`src/rtl/reg_file_pkg.sv`:
```
// reg_file_pkg: shared widths, types and reader states for the 8x8 register file.
// Rev 1.0
`default_nettype none

package reg_file_pkg;

  localparam int ADDR_W   = 3;
  localparam int DATA_W   = 8;
  localparam int NUM_REGS = 1 << ADDR_W;

  typedef logic [ADDR_W-1:0] reg_addr_t;
  typedef logic [DATA_W-1:0] reg_data_t;

  typedef enum logic [1:0] {
    IDLE  = 2'd0,
    FETCH = 2'd1,
    SEND  = 2'd2
  } state_t;

  // Register index after a, wrapping NUM_REGS-1 back to 0.
  function automatic reg_addr_t next_addr(input reg_addr_t a);
    return a + reg_addr_t'(1);
  endfunction

endpackage

`default_nettype wire

```
`src/rtl/reg_file_reader.sv`:
```
// reg_file_reader: walks an address range on one register_file read port and streams the bytes out.
// Rev 1.0
`default_nettype none

module reg_file_reader
  import reg_file_pkg::*;
(
  input  logic              clk,
  input  logic              reset,
  input  logic              start,
  input  logic [ADDR_W-1:0] first_addr,
  input  logic [ADDR_W-1:0] last_addr,
  output logic [ADDR_W-1:0] rd_addr,
  input  logic [DATA_W-1:0] rd_data,
  output logic              m_valid,
  output logic [DATA_W-1:0] m_data,
  output logic              m_last,
  input  logic              m_ready,
  output logic              busy,
  output logic              done
);

  state_t    state_q,   state_d;
  reg_addr_t ptr_q,     ptr_d;
  reg_addr_t last_q,    last_d;
  logic      m_valid_q, m_valid_d;
  reg_data_t m_data_q,  m_data_d;
  logic      m_last_q,  m_last_d;
  logic      done_q,    done_d;

  always_ff @(posedge clk) begin
    if (reset) begin
      state_q   <= IDLE;
      ptr_q     <= '0;
      last_q    <= '0;
      m_valid_q <= 1'b0;
      m_data_q  <= '0;
      m_last_q  <= 1'b0;
      done_q    <= 1'b0;
    end else begin
      state_q   <= state_d;
      ptr_q     <= ptr_d;
      last_q    <= last_d;
      m_valid_q <= m_valid_d;
      m_data_q  <= m_data_d;
      m_last_q  <= m_last_d;
      done_q    <= done_d;
    end
  end

  always_comb begin
    state_d   = state_q;
    ptr_d     = ptr_q;
    last_d    = last_q;
    m_valid_d = m_valid_q;
    m_data_d  = m_data_q;
    m_last_d  = m_last_q;
    done_d    = 1'b0;

    unique case (state_q)
      IDLE: begin
        if (start) begin
          ptr_d   = first_addr;
          last_d  = last_addr;
          state_d = FETCH;
        end
      end

      FETCH: begin
        m_data_d  = rd_data;
        m_last_d  = (ptr_q == last_q);
        m_valid_d = 1'b1;
        state_d   = SEND;
      end

      SEND: begin
        // Beat stays frozen until the consumer takes it.
        if (m_valid_q && m_ready) begin
          m_valid_d = 1'b0;
          if (m_last_q) begin
            m_last_d = 1'b0;
            done_d   = 1'b1;
            state_d  = IDLE;
          end else begin
            ptr_d   = next_addr(ptr_q);
            state_d = FETCH;
          end
        end
      end

      default: begin
        state_d = IDLE;
      end
    endcase
  end

  assign rd_addr = ptr_q;
  assign m_valid = m_valid_q;
  assign m_data  = m_data_q;
  assign m_last  = m_last_q;
  assign busy    = (state_q != IDLE);
  assign done    = done_q;

endmodule

`default_nettype wire

```
`config.mk`:
```
export PLATFORM = sky130hd
export DESIGN_NAME = reg_file_reader
export DESIGN_NICKNAME = d
export VERILOG_FILES = /design/src/rtl/reg_file_pkg.sv /design/src/rtl/reg_file_reader.sv
export SDC_FILE = /design/constraint.sdc
export NUM_CORES = 1
export LEC_CHECK = 0
export ABC_CLOCK_PERIOD_IN_PS = 2400
export BUFFER_PORTS_ARGS = -buffer_cell sky130_fd_sc_hd__buf_2
export CAP_MARGIN = 5
export CELL_PAD_IN_SITES_DETAIL_PLACEMENT = 0
export CELL_PAD_IN_SITES_GLOBAL_PLACEMENT = 1
export CORE_MARGIN = 1
export CORE_UTILIZATION = 36
export DETAILED_ROUTE_END_ITERATION = 6
export GPL_TIMING_DRIVEN = 1
export PLACE_DENSITY_LB_ADDON = 0.08
export SLEW_MARGIN = 20
export SYNTH_ARGS = -nofsm -noshare
export SYNTH_HDL_FRONTEND = slang
export SYNTH_SLANG_ARGS = --single-unit
```
`constraint.sdc`:
```
create_clock -name clk -period 2.4 [get_ports clk]
set_clock_uncertainty 0.05 [all_clocks]
set_input_delay 0.48 -clock clk [delete_from_list [all_inputs] [get_ports clk]]
set_output_delay 0.48 -clock clk [all_outputs]
set_load 0.03 [all_outputs]
```
==> key figures <==
Synthesis
  – Post-synth EDFFs: 0
  – Xor/xnor share of the synthesized area: 3.15%
  – Most used flip-flop cell after synthesis: dfxtp_1
  – Post-synthesis compound-gate area fraction: 11.0%
  – Synth Warn #: 0
  – Ys async rst share: 0%
  – Adder-cell share of the synthesized area: 1.50%
  – Mapped Nets: 113
  – Sequential fraction of the synthesis area: 45.6%
  – Post-Synth Simple-Gate Area: 25.8%
  – Mapped Avg Cell Area: 8.86 um2
  – Mapped Area: 833 um2
  – Synth unique cells: 30
  – Flops & latches, synth: 19
  – Largest family of logic cells by synthesized area: simple AND/OR/NAND/NOR gates
  – Mapped Cells: 94
  – Mux cell area share after synthesis: 8.56%

Finish
  – # diodes: 0
  – Util after Layout: 47.1%
  – Layout cells sized above 1: 32.0%
  – Filler cells: 238
  – Nets@finish: 145
  – Layout overhead on the synthesized area: 23.7%
  – Area of the multi-input gates: 417 um2
  – Register Area: 380 um2

STA
  – Final slew viol count: 0
  – Worst hold margin: 353 ps
  – Worst Slack Setup Final: 655 ps
  – Final hold violation count: 0
  – Unrepaired setup endpoints after global routing: no
  – Fin Setup TNS: 0 ps
  – Tmin final: 1740 ps
  – Tcrit/Tclk final: 72.7%
  – FMAX: 573 MHz
  – Slew @ Worst Pin: 390 ps
  – Max transition margin: 73.9%
  – Final setup violation count: 0

Clocking
  – Max clock buf depth: 2
  – Post-CTS Hold Buffers: 0
  – CTS tree: built
  – Post-CTS resize count: 0
  – Total CTS buffers: 3
  – Clk sinks: 19
  – Post-CTS setup repair buffer count: 0
  – Clock transition at path regs: 110 ps
  – Worst-Skew Late Latency: 300 ps
  – Htree depth: 1
  – Root Buffer: clkbuf_4

Floorplanning
  – Die Y: 50.1 um
  – Core Rows: 17
  – Core area: 0.00219 mm2
  – I/O pins: 33
  – Initial cell density of the core: 38.0%
  – Die Width: 50.1 um
  – Die area: 0.00251 mm2

Hold path
  – Hold path endpoint: m_data[6]
  – Hold Path Stages: 3
  – HP Start: rd_data[6]
  – Worst Hold Class: in -> reg

Global routing
  – Largest net degree at the start of global routing: 21
  – Global-route wire length before repair: 2.98 mm
  – Global route total overflow: 0
  – Vias in the first global route: 645
  – Total track usage: 15.5%
  – Initial antenna violation count: 0

Worst setup path
  – Data arrival time of the worst path: 1210 ps
  – R2R Path Start: state_q[0]
  – Reg2reg setup slack: 890 ps
  – CP max-delay cell: dfxtp_1
  – Startpoint types: flip-flop
  – Worst Reg2Reg Path Length in Cells: 4
  – CP Capture Type: output pin
  – CP Max Fanout: 12
  – Cell Chain, Critical Path: or2_4 > buf_2
  – CP Class: reg -> out
  – Reg2reg end: rd_addr[1]
  – Worst path max stage delay: 530 ps
  – CP required: 1870 ps

Routing
  – Final wirelength: 1.67 mm
  – Avg Vias per Cell: 4.75
  – Vias: 726
  – Antenna-violating nets left: 0
  – Initial DRC Count: 14
  – DRT Pass-1 Iters: 4
  – DRC errors left: 0
  – Wirelength per Cell: 10.9 um

Place
  – Post-Place Worst Slack: 794 ps
  – Final RePlAce weighted congestion: 0.687
  – DP HPWL: 1.22 mm
  – IO buf count: 32

Power
  – Switch Pwr: 201 uW
  – Cell internal pwr: 454 uW
  – Combinational power share: 20.6%
  – Sw Share: 30.7%
  – Pwr/cell area: 635 mW/mm2
  – Flop pwr share: 54.2%
  – Clk pwr share: 25.1%
  – VDD IR max: 0.311 mV
  – Leakage power: 0.459 nW

Outcome
  – Outcome: complete, no violations

Run
  – Max-cap violations: 0
## cells in the final DEF (no fill, tap or decap), types with 2 or more instances in the layout
master	n
clkbuf_4	3
xnor2_1	3
dfxtp_1	19
buf_2	32
nand2_1	18
nor2_1	6
a21oi_1	12
nor3_1	2
nor2b_1	3
nor3b_1	2
mux2i_1	6
## per-layer routing
metal  vias to the layer above  GRT usage [%]  routed length (um)
met5                         -              0                   0
met4                         0           7.14                  27
met3                         4           2.78                  70
met2                        20           22.9                 748
met1                       321           21.5                 823
li1                        381              -                   -
## cell type report
| cell class | instances | area share [%] |
|---|---|---|
| multi-input cells | 68 | 40.4 |
| flip-flops and latches | 19 | 36.9 |
| repair buffers | 33 | 16.3 |
| well taps | 28 | 3.40 |
| clock buffers | 3 | 2.18 |
| clock inverters | 1 | 0.485 |
| inverters | 1 | 0.364 |
## critical path: cells and delay by family, from the launching register on
family / cells / cell delay, ps
DFF: 1 / 530
buffers and inverters: 1 / 190
and+or+nand+nor: 1 / 200
## cells in the mapped netlist, types with 2 or more instances
cell,n,area share (%)
nor2b_1,3,2.3
buf_2,2,1.2
xnor2_1,3,3.2
nor3_1,2,1.2
nor2_1,6,2.7
a21oi_1,12,7.2
dfxtp_1,19,46
nor3b_1,2,1.8
nand2_1,18,8.1
buf_4,2,1.8
mux2i_1,6,7.2
## worst max path at each step
stage / slack [ps] / startpoint / cells after the start / to
after floorplan: 830 / m_valid / 4 / rd_addr[0]
after global placement: 820 / m_ready / 5 / rd_addr[0]
after detailed placement: 790 / m_ready / 5 / rd_addr[0]
after CTS: 640 / state_q[0] / 2 / busy
after global routing: 570 / state_q[0] / 2 / busy
final: 660 / state_q[0] / 2 / busy
## registers in the layout, indices dropped and copies added (netlist names)
name	cells
m_data	8
m_valid	1
last_q	3
state_q	2
done	1
m_last	1
rd_addr	3
## power by group through the flow
stage	Combinational, mW	Clock, mW	Sequential, mW
after CTS	0.137	0.173	0.356
final	0.135	0.165	0.355
after global placement	0.135	0	0.362
after detailed placement	0.136	0	0.363
after global routing	0.150	0.182	0.360
after floorplan	0.0774	0	0.382
## logic make-up (layout without fill, tap and decap cells)
kind of cell,Yosys count,after routing
buf+inv,7,38
compound gates,16,16
mux,7,7
fa+ha+maj,1,1
xor+xnor,3,3
flops,19,19
simple gates,41,41
## metrics by stage
stage,power (mW),area [um2],instances
floorplan,0.459,833,94
global placement,0.498,1000,149
detailed placement,0.499,1000,149
CTS,0.665,1030,153
global route,0.692,1030,153
finish,0.655,1030,153
(Power assumes the default switching activity.)
